**config.mk**
```make
export PLATFORM = sky130hd
export DESIGN_NAME = uart_tx_gen
export DESIGN_NICKNAME = d
export VERILOG_FILES = /design/src/rtl/uart_tx_gen.sv
export SDC_FILE = /design/constraint.sdc
export NUM_CORES = 1
export LEC_CHECK = 0
export CAP_MARGIN = 10
export CORE_MARGIN = 3
export CORE_UTILIZATION = 50
export CTS_BUF_LIST = sky130_fd_sc_hd__clkbuf_4 sky130_fd_sc_hd__clkbuf_8
export DETAILED_ROUTE_END_ITERATION = 7
export HOLD_SLACK_MARGIN = 0.05
export MAX_ROUTING_LAYER = met4
export PLACE_DENSITY = 0.82
export SYNTH_ARGS = -nofsm -noshare
export SYNTH_HDL_FRONTEND = slang
export SYNTH_SLANG_ARGS = --single-unit
```
**constraint.sdc**
```tcl
create_clock -name clk -period 3.1 [get_ports clk]
set_input_delay 0.31 -clock clk [delete_from_list [all_inputs] [get_ports clk]]
set_output_delay 0.31 -clock clk [all_outputs]
set_load 0.02 [all_outputs]
```
**src/rtl/uart_tx_gen.sv**
```systemverilog
// Parametrised UART transmitter: one word per valid/ready handshake, LSB first,
// configurable data width, parity and stop bits, exact integer baud divisor.
module uart_tx_gen #(
  parameter int CLK_FREQ  = 50_000_000,
  parameter int BAUD_RATE = 9600,
  parameter int DATA_BITS = 8,
  parameter int PARITY    = 0,
  parameter int STOP_BITS = 1
) (
  input  logic                 clk,
  input  logic                 rst,
  input  logic                 tx_valid,
  input  logic [DATA_BITS-1:0] tx_data,
  output logic                 tx_ready,
  output logic                 tx,
  output logic                 tx_busy,
  output logic                 tx_done
);

  localparam int BAUD_DIV = CLK_FREQ / BAUD_RATE;
  localparam int CNT_W    = (BAUD_DIV > 1) ? $clog2(BAUD_DIV) : 1;
  localparam logic [CNT_W-1:0] BAUD_LAST = CNT_W'(BAUD_DIV - 1);
  localparam logic [3:0]       DATA_LAST = 4'(DATA_BITS - 1);
  localparam logic [3:0]       STOP_LAST = 4'(STOP_BITS - 1);

  generate
    if (BAUD_DIV < 2 || DATA_BITS < 5 || DATA_BITS > 9 || PARITY < 0 || PARITY > 2 ||
        (STOP_BITS != 1 && STOP_BITS != 2)) begin : g_param_err
      $error("uart_tx_gen: illegal parameter combination");
    end
  endgenerate

  typedef enum logic [2:0] {S_IDLE, S_START, S_DATA, S_PARITY, S_STOP} state_t;

  state_t               state, state_nxt;
  logic [CNT_W-1:0]     baud_cnt, baud_nxt;
  logic [3:0]           bit_cnt, bit_nxt;
  logic [DATA_BITS-1:0] shift, shift_nxt;
  logic                 par_bit;
  logic                 tx_nxt, done_nxt;
  logic                 wrap, accept;

  function automatic logic parity_of(input logic [DATA_BITS-1:0] d);
    if (PARITY == 1) return ~(^d);
    else if (PARITY == 2) return ^d;
    else return 1'b0;
  endfunction

  assign wrap   = (baud_cnt == BAUD_LAST);
  assign accept = tx_valid && tx_ready;

  // State register: control is reset, the line idles high
  always_ff @(posedge clk) begin
    if (rst) begin
      state    <= S_IDLE;
      baud_cnt <= '0;
      bit_cnt  <= '0;
      tx       <= 1'b1;
      tx_done  <= 1'b0;
    end else begin
      state    <= state_nxt;
      baud_cnt <= baud_nxt;
      bit_cnt  <= bit_nxt;
      tx       <= tx_nxt;
      tx_done  <= done_nxt;
    end
  end

  always_ff @(posedge clk) begin
    shift <= shift_nxt;
    if (accept) par_bit <= parity_of(tx_data);
  end

  // Next-state logic; bit_cnt counts data bits in DATA and stop bits in STOP
  always_comb begin
    state_nxt = state;
    baud_nxt  = baud_cnt;
    bit_nxt   = bit_cnt;
    shift_nxt = shift;
    unique case (state)
      S_IDLE: begin
        baud_nxt = '0;
        bit_nxt  = '0;
        if (accept) begin
          state_nxt = S_START;
          shift_nxt = tx_data;
        end
      end
      S_START: if (wrap) state_nxt = S_DATA;
      S_DATA: begin
        if (wrap) begin
          shift_nxt = shift >> 1;
          if (bit_cnt == DATA_LAST) begin
            bit_nxt   = '0;
            state_nxt = (PARITY != 0) ? S_PARITY : S_STOP;
          end else begin
            bit_nxt = bit_cnt + 4'd1;
          end
        end
      end
      S_PARITY: if (wrap) state_nxt = S_STOP;
      S_STOP: begin
        if (wrap) begin
          if (bit_cnt == STOP_LAST) begin
            bit_nxt   = '0;
            state_nxt = S_IDLE;
          end else begin
            bit_nxt = bit_cnt + 4'd1;
          end
        end
      end
      default: state_nxt = S_IDLE;
    endcase
    if (state != S_IDLE) baud_nxt = wrap ? '0 : baud_cnt + 1'b1;
  end

  // Outputs; tx is registered from the bit the next state will drive
  always_comb begin
    tx_ready = (state == S_IDLE) && !rst;
    tx_busy  = (state != S_IDLE);
    done_nxt = (state == S_STOP) && (state_nxt == S_IDLE);
    unique case (state_nxt)
      S_START:  tx_nxt = 1'b0;
      S_DATA:   tx_nxt = shift_nxt[0];
      S_PARITY: tx_nxt = par_bit;
      default:  tx_nxt = 1'b1;
    endcase
  end

endmodule

```
# == After elaboration in Yosys (flattened, before gate mapping) ==
# Cells that the tools add are included.
# totals
mem_bits_ro,0
latch_bits,0
in_bits,11
out_inout_bits,4
elab_cells,55
ff_bits,30
ramBits,0
mem_count,0
# op_classes
n_reduce_logical,14
order_cmp,0
n_eq_ne,12
n_mux,20
div,0
addsub,2
mul,0
bitwise,0
shift,0
# ops
cell,n
2-to-1 mux 13 bit,3
2-to-1 mux 3 bit,7
2-to-1 mux 4 bit,4
2-to-1 mux 8 bit,2
case mux 8 bit (2 select lines),1
case mux 3 bit (5 select lines),1
adder 13 x 1 -> 13 bit (second input constant),1
equality test 13 bit (second input constant),1
equality test 3 x 2 -> 1 bit (second input constant),4
case mux 4 bit (3 select lines),1
equality test 3 x 1 -> 1 bit (second input constant),2
logical NOT 3 bit,2
inequality test 2 bit (second input constant),3
AND reduction 3 bit,2
nonzero test 3 bit,2
adder 4 x 1 -> 4 bit (second input constant),1
equality test 4 x 3 -> 1 bit (second input constant),1
logical NOT 4 bit,1
nonzero test 2 bit,2
equality test 3 bit (second input constant),1
logical AND 1 bit,3
case mux 1 bit (2 select lines),1
OR reduction 2 bit,1
logical NOT 1 bit,1

# == Logic depth before layout (Yosys ltp) ==
# Gate-level depths: netlist of the first run.
# depth
ltp_word,8
depth_mapped,7
ltp_nobuf,7

# == Worst setup path before layout of the first run ==
# Ideal clock, no wire load.
# synth_timing
kind,register to register
start,reg baud_cnt[0]
end,reg tx
setup_slack_ns,1.091
stages_incl_launch_ff,8
required_time_ns,2.976
synth_period_minus_slack_ns,2.009
setup_ns,0.124
t_arrival_ns,1.885
path_buffers,1
path_cell_list,dfxtp_1 > ha_1 > and4bb_1 > and4_1 > buf_2 > nor3b_1 > a211o_1 > a2111o_1
# synth_between
elab_chain_len,6
word_cells_on_any_way,13
classes_between,eq/ne: 4; mux: 8; reduce/logical: 1
# synth_lines
element,line,text
"start, declared",36,"logic [CNT_W-1:0] baud_cnt, baud_nxt;"
"start signal, assigned",62,baud_cnt <= baud_nxt;
equality test 13 bit (*),49,assign wrap = (baud_cnt == BAUD_LAST);
"2-to-1 mux 3 bit, on equally long branches",n/a,
case mux 3 bit (5 select lines),80,unique case (state)
equality test 3 x 2 -> 1 bit or equality test 3 x 1 -> 1 bit (tied branches),122,unique case (state_nxt)
OR reduction 2 bit (no line),n/a,
case mux 1 bit (2 select lines) (*),122,
"end signal, assigned",64,tx <= tx_nxt;
"end, declared",15,"output logic tx,"
# Mark *: on every way between the ends. The rest lies on a longest branch, timed or not. The select of a mux whose other input is x is not followed.
# A chain may end at the register's enable or synchronous reset.

# == Final worst setup path of the first run ==
# layout_timing
start,reg state[0]
end,out tx_ready
# layout_between
elab_chain_len,2
# layout_lines
element,line,text
"start, declared",35,"state_t state, state_nxt;"
"start signal, assigned",61,state <= state_nxt;
logical NOT 3 bit,119,tx_ready = (state == S_IDLE) && !rst;
logical AND 1 bit,119,
"end, declared",14,"output logic tx_ready,"
# No other way between the ends.

==> results of run 1 <==
## worst max-delay path by stage
| stage | to | slack [ns] | cells past startpoint |
|---|---|---|---|
| 2_1_floorplan | tx | 1.09 | 7 |
| 3_3_place_gp | tx | 0.90 | 6 |
| 3_5_place_dp | tx | 0.84 | 6 |
| 4_1_cts | tx_ready | 0.80 | 3 |
| 5_1_grt | tx | 0.65 | 6 |
| 6_report | tx_ready | 0.81 | 3 |
## registers in the layout, indices dropped and copies added (netlist names)
name,count
baud_cnt,13
bit_cnt,4
shift,8
state,3
tx,1
tx_done,1
## area by class of cell
cell class / instances / share of cell area, %
multi-input cells: 106 / 43.1
flip-flops and latches: 30 / 40.9
repair buffers: 15 / 9.01
clock buffers: 6 / 2.75
well taps: 30 / 2.29
inverters: 6 / 1.38
clock inverters: 2 / 0.535
## kinds of logic (layout without fill, tap and decap cells)
family | after synthesis | count (layout) | share of synthesized area (%)
adder cells (fa/ha/maj) | 3 | 3 | 2.61
AO/OA/AOI/OAI | 25 | 25 | 13.4
multiplexers | 1 | 1 | 0.696
AND/OR/NAND/NOR | 67 | 67 | 26.3
flip-flops | 30 | 30 | 46.6
XOR/XNOR | 10 | 10 | 6.09
buffers and inverters | 12 | 29 | 4.35
## through the flow
step,util (%),power [W],area (um2),instances
after global placement,60.6,0.000476,1580,187
after global routing,62.7,0.000728,1640,195
after floorplan,-,0.000455,1440,148
after detailed placement,60.6,0.000477,1580,187
after CTS,62.7,0.000700,1640,195
final,62.7,0.000688,1640,195
## cells in the final DEF (no fill, tap or decap), types with 3 or more instances in the layout
cell              n
clkbuf_4          6
nand3_1           8
nor3b_1           3
a21oi_1           4
clkdlybuf4s50_1  14
nand2_1           6
nand3b_1          4
a22o_1            6
edfxtp_1          7
xnor2_1           5
ha_1              3
or3_1             3
dfxtp_1          23
o21ai_0           3
nor2_1           23
xor2_1            5
inv_1             6
## worst max-delay path: cells and delay by family (launching register included)
kind                   cells  cell delay [ns]
DFF                        1             0.39
and+or+nand+nor            2             0.66
buffers and inverters      1             0.62
## layer usage
| metal | global-route usage (%) | part of all wire [%] | vias up |
|---|---|---|---|
| li1 | - | - | 575 |
| met2 | 28.5 | 46 | 40 |
| met3 | 5.88 | 6.5 | 10 |
| met4 | 13.0 | 3.1 | 0 |
| met1 | 21.4 | 45 | 531 |
| met5 | - | 0 | - |
## power by group through the flow
stage                      logic, W  registers, W  clock network (W)
after global placement    0.0000525      0.000423                  0
after CTS                 0.0000543      0.000414           0.000231
after detailed placement  0.0000535      0.000423                  0
after floorplan           0.0000331      0.000422                  0
after global routing      0.0000593      0.000416           0.000253
final                     0.0000537      0.000414           0.000220
==> impl_metrics.env, run 1 <==
export IMPL_slowest_delay_ns=0.62
export IMPL_r2r_end="tx"
export IMPL_synth_edf_count=7
export IMPL_grt_pass1_wl_mm=4.90
export IMPL_synth_area_leaders="dfxtp_1, edfxtp_1, nor2_1, a22o_1, xnor2_1"
export IMPL_cts_buffer_depth=2
export IMPL_cts_htree_levels=2
export IMPL_pwr_share_seq_pct=60.2
export IMPL_fill_cells=215
export IMPL_setup_viol=0
export IMPL_holdPathEnd="baud_cnt[0]"
export IMPL_wl_mm=2.85
export IMPL_synth_common_cells="dfxtp_1, nor2_1, nand3_1"
export IMPL_die_y_um=59.6
export IMPL_initial_core_util_pct=55.1
export IMPL_wire_per_inst_um=14.6
export IMPL_reg2reg_depth=6
export IMPL_multiInputGateArea_um2=706
export IMPL_drive_gt1_share_pct=5.45
export IMPL_ys_ff_latch=30
export IMPL_synth_top_area_cell="dfxtp_1"
export IMPL_critical_path_class="reg -> out"
export IMPL_dpl_hpwl_mm=2.01
export IMPL_area_delta_synth_final_pct=13.8
export IMPL_required_ns=2.79
export IMPL_min_period_ns=2.29
export IMPL_min_from="baud_cnt[0]"
export IMPL_critPathLaunch="state[0]"
export IMPL_status="finished, final reports clean"
export IMPL_clkSinkCount=30
export IMPL_fp_dieArea_mm2=0.00356
export IMPL_io_buffers=14
export IMPL_place_congestion=0.845
export IMPL_netlist_area_leader_share_pct=32.0
export IMPL_finalNetCount=178
export IMPL_syn_area_mm2=0.00144
export IMPL_die_x_um=59.6
export IMPL_pre_cts_slack_ns=0.845
export IMPL_finalHoldViolCount=0
export IMPL_cp_start_kind="flop"
export IMPL_hold_slack_ns=0.494
export IMPL_p_sw_share_pct=22.8
export IMPL_slowest_stage="clkdlybuf4s50_1"
export IMPL_regArea_um2=671
export IMPL_first_pass_iters=4
export IMPL_vdd_drop_max_uv=311
export IMPL_p_int_w=0.000531
export IMPL_worst_ep_arrival_time_ns=1.98
export IMPL_clk_pin_slew_worst_paths_ns=0.09
export IMPL_coreArea_mm2=0.00261
export IMPL_cts_root_buf="clkbuf_4"
export IMPL_netlist_instances=148
export IMPL_yosysWarnings=0
export IMPL_p_per_area_mw_per_mm2=420
export IMPL_tightest_slew_ns=0.501
export IMPL_drc_errors=0
export IMPL_drv_slew=0
export IMPL_rows=18
export IMPL_cp_end_kind="output pin"
export IMPL_avgSynthCellArea_um2=9.72
export IMPL_cts_inserted_buffers=5
export IMPL_diodes=0
export IMPL_track_usage_pct=19.0
export IMPL_detail_route_antenna_nets=0
export IMPL_cts_resized=0
export IMPL_viasPerCell=5.93
export IMPL_fmax_ghz=0.436
export IMPL_yosysUniqueCellTypes=41
export IMPL_grt_overflow=0
export IMPL_cts_setup_buffers=0
export IMPL_initialDrtViolationCount=33
export IMPL_tns_ns=0
export IMPL_clk_latency_ns=0.32
export IMPL_antenna_found_initial=0
export IMPL_yosysSeqAreaShare_pct=46.6
export IMPL_num_vias=1156
export IMPL_grt_max_degree=14
export IMPL_io_pins=15
export IMPL_grt_setup_unrepaired="no"
export IMPL_timing_final_ws_setup_ns=0.808
export IMPL_whs_path_depth=1
export IMPL_r2r_slack_ns=0.83
export IMPL_p_sw_w=0.000157
export IMPL_grt_pass1_vias=1159
export IMPL_fin_crit_sh_pct=73.9
export IMPL_cap_viol_max_count=0
export IMPL_path_max_fanout=9
export IMPL_max_slew_margin_pct=66.5
export IMPL_leakage_nw=0.585
export IMPL_pwr_share_clk_pct=32.0
export IMPL_reg2reg_from="baud_cnt[0]"
export IMPL_worstPathCellList="or3_1 -> nor2_1 -> clkdlybuf4s50_1"
export IMPL_p_comb_share_pct=7.8
export IMPL_async_flop_share_pct=0
export IMPL_cts_hold_buf=0
export IMPL_synth_main_ff_cell="dfxtp_1"
export IMPL_fin_skew_ns=0.0128
export IMPL_syn_num_nets=162
export IMPL_hold_class="reg -> reg"
export IMPL_cts_tree="yes"
Power figures use the tool's default switching activity.
==> run 2: changes to the inputs <==
--- a/config.mk
+++ b/config.mk
@@ -12,7 +12,7 @@
 export DETAILED_ROUTE_END_ITERATION = 7
 export HOLD_SLACK_MARGIN = 0.05
 export MAX_ROUTING_LAYER = met4
-export PLACE_DENSITY = 0.82
+export PLACE_DENSITY = 0.85
 export SYNTH_ARGS = -nofsm -noshare
 export SYNTH_HDL_FRONTEND = slang
 export SYNTH_SLANG_ARGS = --single-unit
==> constraint.sdc (replaced) <==
create_clock -name clk -period 1.9 [get_ports clk]
set_input_delay 0.19 -clock clk [delete_from_list [all_inputs] [get_ports clk]]
set_output_delay 0.19 -clock clk [all_outputs]
set_load 0.02 [all_outputs]
==> run 2 against run 1 <==
Effect of this change: total power increased by 70%; die area did not move; first-iteration DRC count grew 48%.
==> impl_metrics.env, run 2 (synthesized netlist as in run 1, its figures left out) <==
export IMPL_initial_core_util_pct=55.1
export IMPL_cts_htree_levels=2
export IMPL_largest_registers="baud_cnt: 13 flops, shift: 8 flops, bit_cnt: 4 flops"
export IMPL_dpl_hpwl_mm=2.22
export IMPL_viasPerCell=5.84
export IMPL_num_vias=1209
export IMPL_finalNetCount=190
export IMPL_cts_inserted_buffers=5
export IMPL_drv_slew=0
export IMPL_layout_common_cells="nor2_1, dfxtp_1, clkdlybuf4s50_1, buf_4, nand3_1"
export IMPL_finalHoldViolCount=0
export IMPL_wire_per_inst_um=15.1
export IMPL_track_usage_pct=20.2
export IMPL_detail_route_antenna_nets=0
export IMPL_drive_gt1_share_pct=15.3
export IMPL_clk_pin_slew_worst_paths_ns=0.09
export IMPL_cap_viol_max_count=0
export IMPL_die_y_um=59.6
export IMPL_io_buffers=14
export IMPL_initialDrtViolationCount=49
export IMPL_required_ns=2.13
export IMPL_grt_pass1_vias=1169
export IMPL_grt_setup_unrepaired="yes"
export IMPL_largest_register_ffs=13
export IMPL_fill_cells=214
export IMPL_coreArea_mm2=0.00261
export IMPL_fmax_ghz=0.533
export IMPL_cts_setup_buffers=0
export IMPL_io_pins=15
export IMPL_diodes=0
export IMPL_first_pass_iters=4
export IMPL_clkSinkCount=30
export IMPL_cp_top_family="simple AND/OR/NAND/NOR gates"
export IMPL_cts_hold_buf=0
export IMPL_cp_start_kind="flop"
export IMPL_antenna_found_initial=0
export IMPL_leakage_nw=0.659
export IMPL_critical_path_class="reg -> reg"
export IMPL_rows=18
export IMPL_fp_dieArea_mm2=0.00356
export IMPL_fin_skew_ns=0.00469
export IMPL_largest_register="baud_cnt"
export IMPL_slowest_delay_ns=0.44
export IMPL_worst_ep_arrival_time_ns=2.11
export IMPL_p_per_area_mw_per_mm2=658
export IMPL_tightest_slew_ns=0.360
export IMPL_cts_buffer_depth=2
export IMPL_hold_class="reg -> reg"
export IMPL_area_delta_synth_final_pct=23.4
export IMPL_status="finished, final reports clean"
export IMPL_pre_cts_slack_ns=0.0576
export IMPL_path_max_fanout=6
export IMPL_wl_mm=3.12
export IMPL_max_slew_margin_pct=75.7
export IMPL_timing_final_ws_setup_ns=0.0242
export IMPL_cts_tree="yes"
export IMPL_die_x_um=59.6
export IMPL_cts_root_buf="clkbuf_4"
export IMPL_grt_pass1_wl_mm=5.06
export IMPL_place_congestion=0.867
export IMPL_fin_crit_sh_pct=98.7
export IMPL_critPathBufInv=0
export IMPL_clk_latency_ns=0.34
export IMPL_grt_max_degree=14
export IMPL_grt_overflow=0
export IMPL_layout_commonest_cell="nor2_1"
export IMPL_vdd_drop_max_uv=562
export IMPL_slowest_stage="or3_1"
export IMPL_drc_errors=0
export IMPL_worstPathCellList="or3_1 -> nor3b_4 -> nor3b_2 -> a211o_1 -> a2111o_1"
export IMPL_tns_ns=0
export IMPL_setup_viol=0
export IMPL_min_period_ns=1.88
export IMPL_cp_end_kind="flop"
## run 2: final cells by class
cell class | instances | area, um2 | area share (%)
timing repair buffer | 27 | 239 | 13.5
clock buffer | 6 | 51.3 | 2.89
tap | 30 | 37.5 | 2.11
inverter | 6 | 22.5 | 1.27
sequential | 30 | 673 | 37.9
clock inverter | 2 | 7.51 | 0.423
multi-input combinational | 106 | 744 | 41.9
## run 2: path summary, 6_finish.rpt
| check | startpoint | endpoint | slack [ns] | cells after the start |
|---|---|---|---|---|
| hold reg to reg | baud_cnt[0] | baud_cnt[0] | 0.47 | 1 |
| hold / removal | baud_cnt[0] | baud_cnt[0] | 0.47 | 1 |
| setup / recovery | state[1] | tx | 0.02 | 5 |
| setup reg to reg | state[1] | tx | 0.02 | 5 |
## run 2: where the power goes
group	total, W	switching [W]	internal (W)
clock network	0.000388	0.000216	0.000172
logic	0.000105	0.0000488	0.0000562
registers	0.000675	0.00000700	0.000668
total	0.00117	0.000272	0.000896
## run 2: what timing repair did
item                       in CTS  in global routing
gates cloned                    0                  0
gates resized for setup         2                  4
setup endpoints to repair       2                  8
## run 2: per-stage QoR
stage / hold WS (ns) / cells / area [um2] / util, % / power (W)
finish: 0.469 / 207 / 1780 / 68.0 / 0.00117
global placement: 0.455 / 199 / 1700 / 65.1 / 0.000790
CTS: 0.474 / 207 / 1760 / 67.2 / 0.00118
floorplan: 0.329 / 148 / 1470 / - / 0.000746
detailed placement: 0.462 / 199 / 1700 / 65.1 / 0.000793
global route: 0.471 / 207 / 1780 / 68.0 / 0.00122
## run 2: per-layer routing
metal	track usage [%]	up-vias	wire (um)
li1	-	598	-
met1	23.4	570	1370
met2	31.0	32	1530
met3	5.23	9	172
met4	12.7	0	54
met5	-	-	0
==> run 3: changes to the inputs <==
--- a/config.mk
+++ b/config.mk
@@ -6,6 +6,7 @@
 export NUM_CORES = 1
 export LEC_CHECK = 0
 export CAP_MARGIN = 10
+export CORE_ASPECT_RATIO = 0.8
 export CORE_MARGIN = 3
 export CORE_UTILIZATION = 50
 export CTS_BUF_LIST = sky130_fd_sc_hd__clkbuf_4 sky130_fd_sc_hd__clkbuf_8
@@ -13,6 +14,7 @@
 export HOLD_SLACK_MARGIN = 0.05
 export MAX_ROUTING_LAYER = met4
 export PLACE_DENSITY = 0.85
+export SLEW_MARGIN = 15
 export SYNTH_ARGS = -nofsm -noshare
 export SYNTH_HDL_FRONTEND = slang
 export SYNTH_SLANG_ARGS = --single-unit
==> run 3 against run 2 <==
Effect of this change: sequential power is essentially flat; clock power down 6.4%; clock skew down 0.0016 ns; setup slack worse by 0.035 ns; design area about the same; largest power group unchanged; sequential cell count unchanged; combinational power about the same; critical path depth rose by 1; largest cell class unchanged; the run now ends with negative setup slack left; register-to-register slack got worse by 0.03 ns.
==> impl_metrics.env, run 3 (synthesized netlist as in run 1, its figures left out) <==
export IMPL_track_usage_pct=20.3
export IMPL_cts_root_buf="clkbuf_4"
export IMPL_cts_hold_buf=0
export IMPL_cap_viol_max_count=0
export IMPL_p_comb_share_pct=8.9
export IMPL_cts_inserted_buffers=5
export IMPL_grt_max_degree=14
export IMPL_largest_register="baud_cnt"
export IMPL_layout_commonest_cell="nor2_1"
export IMPL_drc_errors=0
export IMPL_p_sw_share_pct=23.2
export IMPL_reg2reg_from="state[0]"
export IMPL_io_pins=15
export IMPL_first_pass_iters=4
export IMPL_cp_end_kind="flop"
export IMPL_path_max_fanout=8
export IMPL_place_congestion=0.843
export IMPL_fin_crit_sh_pct=101
export IMPL_r2r_end="tx"
export IMPL_use_met2_pct=33.8
export IMPL_initialDrtViolationCount=82
export IMPL_cts_buffer_depth=2
export IMPL_drv_slew=0
export IMPL_grt_use_met1_pct=23.2
export IMPL_area_delta_synth_final_pct=23.3
export IMPL_cts_htree_levels=2
export IMPL_status="complete, but fails checks"
export IMPL_critical_path_class="reg -> reg"
export IMPL_pwr_share_clk_pct=31.9
export IMPL_r2r_slack_ns=-0.01
export IMPL_p_per_area_mw_per_mm2=642
export IMPL_grt_setup_unrepaired="yes"
export IMPL_grt_util_met3_pct=5.43
export IMPL_initial_core_util_pct=55.7
export IMPL_reg2reg_depth=6
export IMPL_num_vias=1182
export IMPL_wire_per_inst_um=14.1
export IMPL_violations="negative setup slack"
export IMPL_stdcell_count=213
export IMPL_cp_start_kind="flop"
export IMPL_busiest_layer="met2"
export IMPL_die_y_um=54.0
export IMPL_fill_cells=196
export IMPL_grt_pass1_vias=1115
export IMPL_diodes=0
export IMPL_clk_pin_slew_worst_paths_ns=0.09
export IMPL_vdd_drop_max_uv=424
export IMPL_critPathLaunch="state[0]"
export IMPL_endpoint="tx"
export IMPL_hold_class="reg -> reg"
export IMPL_pre_cts_slack_ns=0.0360
export IMPL_finalHoldViolCount=0
export IMPL_p_sw_w=0.000264
export IMPL_fmax_ghz=0.523
export IMPL_largest_registers="baud_cnt: 13 flops, shift: 8 flops, bit_cnt: 4 flops"
export IMPL_detail_route_antenna_nets=0
export IMPL_p_int_w=0.000875
export IMPL_wl_mm=3.00
export IMPL_fp_dieArea_mm2=0.00356
export IMPL_required_ns=2.12
export IMPL_post_place_cells=205
export IMPL_largest_register_ffs=13
export IMPL_grt_pass1_wl_mm=5.17
export IMPL_coreArea_mm2=0.00258
export IMPL_timing_final_ws_setup_ns=-0.0106
export IMPL_grt_overflow=0
export IMPL_io_buffers=14
export IMPL_cts_tree="yes"
export IMPL_setup_viol=1
export IMPL_worst_ep_arrival_time_ns=2.13
export IMPL_min_period_ns=1.91
export IMPL_leakage_nw=0.660
export IMPL_die_x_um=66.0
export IMPL_viasPerCell=5.55
export IMPL_rows=16
export IMPL_antenna_found_initial=0
export IMPL_tightest_slew_ns=0.374
export IMPL_layout_common_cells="nor2_1, dfxtp_1, buf_4"
export IMPL_min_from="baud_cnt[0]"
export IMPL_hold_slack_ns=0.479
export IMPL_fin_skew_ns=0.00307
export IMPL_drive_gt1_share_pct=15.8
export IMPL_finalNetCount=190
export IMPL_dpl_hpwl_mm=2.22
export IMPL_clk_latency_ns=0.32
export IMPL_max_slew_margin_pct=75.1
export IMPL_pwr_share_seq_pct=59.2
export IMPL_clkSinkCount=30
[run 3: cell count changes in the layout (fill, tap and decap cells not counted)]
| cell | before | now |
|---|---|---|
| buf_4 | 12 | 13 |
| buf_6 | 1 | 0 |
| clkbuf_4 | 5 | 6 |
| clkbuf_8 | 1 | 0 |
| clkinv_1 | 2 | 1 |
| clkinv_2 | 0 | 1 |
| nor4b_1 | 1 | 0 |
| nor4b_2 | 1 | 2 |
| o2111ai_1 | 1 | 2 |
| o2111ai_2 | 1 | 0 |
[run 3: repair_timing]
item	CTS	global route
endpoints found under the setup margin	2	8
buffers inserted	0	0
gates resized for setup	2	3
[run 3: per-layer routing]
| metal | routed length, um | vias to the layer above | part of all wire (%) |
|---|---|---|---|
| met3 | 155 | 5 | 5.2 |
| met2 | 1460 | 31 | 48 |
| met5 | 0 | - | 0 |
| met1 | 1350 | 551 | 45 |
| li1 | - | 595 | - |
| met4 | 43 | 0 | 1.4 |
[run 3: worst min path at each step]
stage | to | slack, ns | depth (start not counted)
2_1_floorplan | shift[0] | 0.33 | 1
5_1_grt | baud_cnt[0] | 0.50 | 1
4_1_cts | baud_cnt[0] | 0.48 | 1
3_5_place_dp | baud_cnt[0] | 0.47 | 1
6_report | baud_cnt[0] | 0.48 | 1
3_3_place_gp | baud_cnt[0] | 0.45 | 1
[run 3: critical path, cell delays in order (launching register included)]
cell	delay (ns)
dfxtp_1	0.31
buf_4	0.15
nor3b_1	0.34
and4_1	0.30
nor3b_2	0.07
a211o_1	0.27
a2111o_1	0.35
[run 3: per-stage QoR]
stage	cell area, um2	utilization [%]	total power [W]	setup TNS, ns
finish	1770	68.7	0.00114	-0.0106
global route	1770	68.7	0.00119	-0.0798
CTS	1760	68.1	0.00115	0
detailed placement	1710	66.1	0.000792	0
global placement	1710	66.1	0.000787	0
floorplan	1470	-	0.000746	0
[run 3: power groups by stage]
stage / Sequential, W / Combinational [W] / Clock (W)
2_1_floorplan: 0.000689 / 0.0000572 / 0
3_3_place_gp: 0.000688 / 0.0000990 / 0
3_5_place_dp: 0.000689 / 0.000103 / 0
4_1_cts: 0.000674 / 0.000101 / 0.000373
5_1_grt: 0.000676 / 0.000112 / 0.000399
6_report: 0.000674 / 0.000102 / 0.000363
[run 3: cell type report]
cell class | count | area, um2 | area share, %
tap | 36 | 45.0 | 2.54
timing repair buffer | 27 | 235 | 13.3
inverter | 6 | 22.5 | 1.27
multi-input combinational | 106 | 744 | 42.0
sequential | 30 | 673 | 37.9
clock inverter | 2 | 8.76 | 0.494
clock buffer | 6 | 45.0 | 2.54
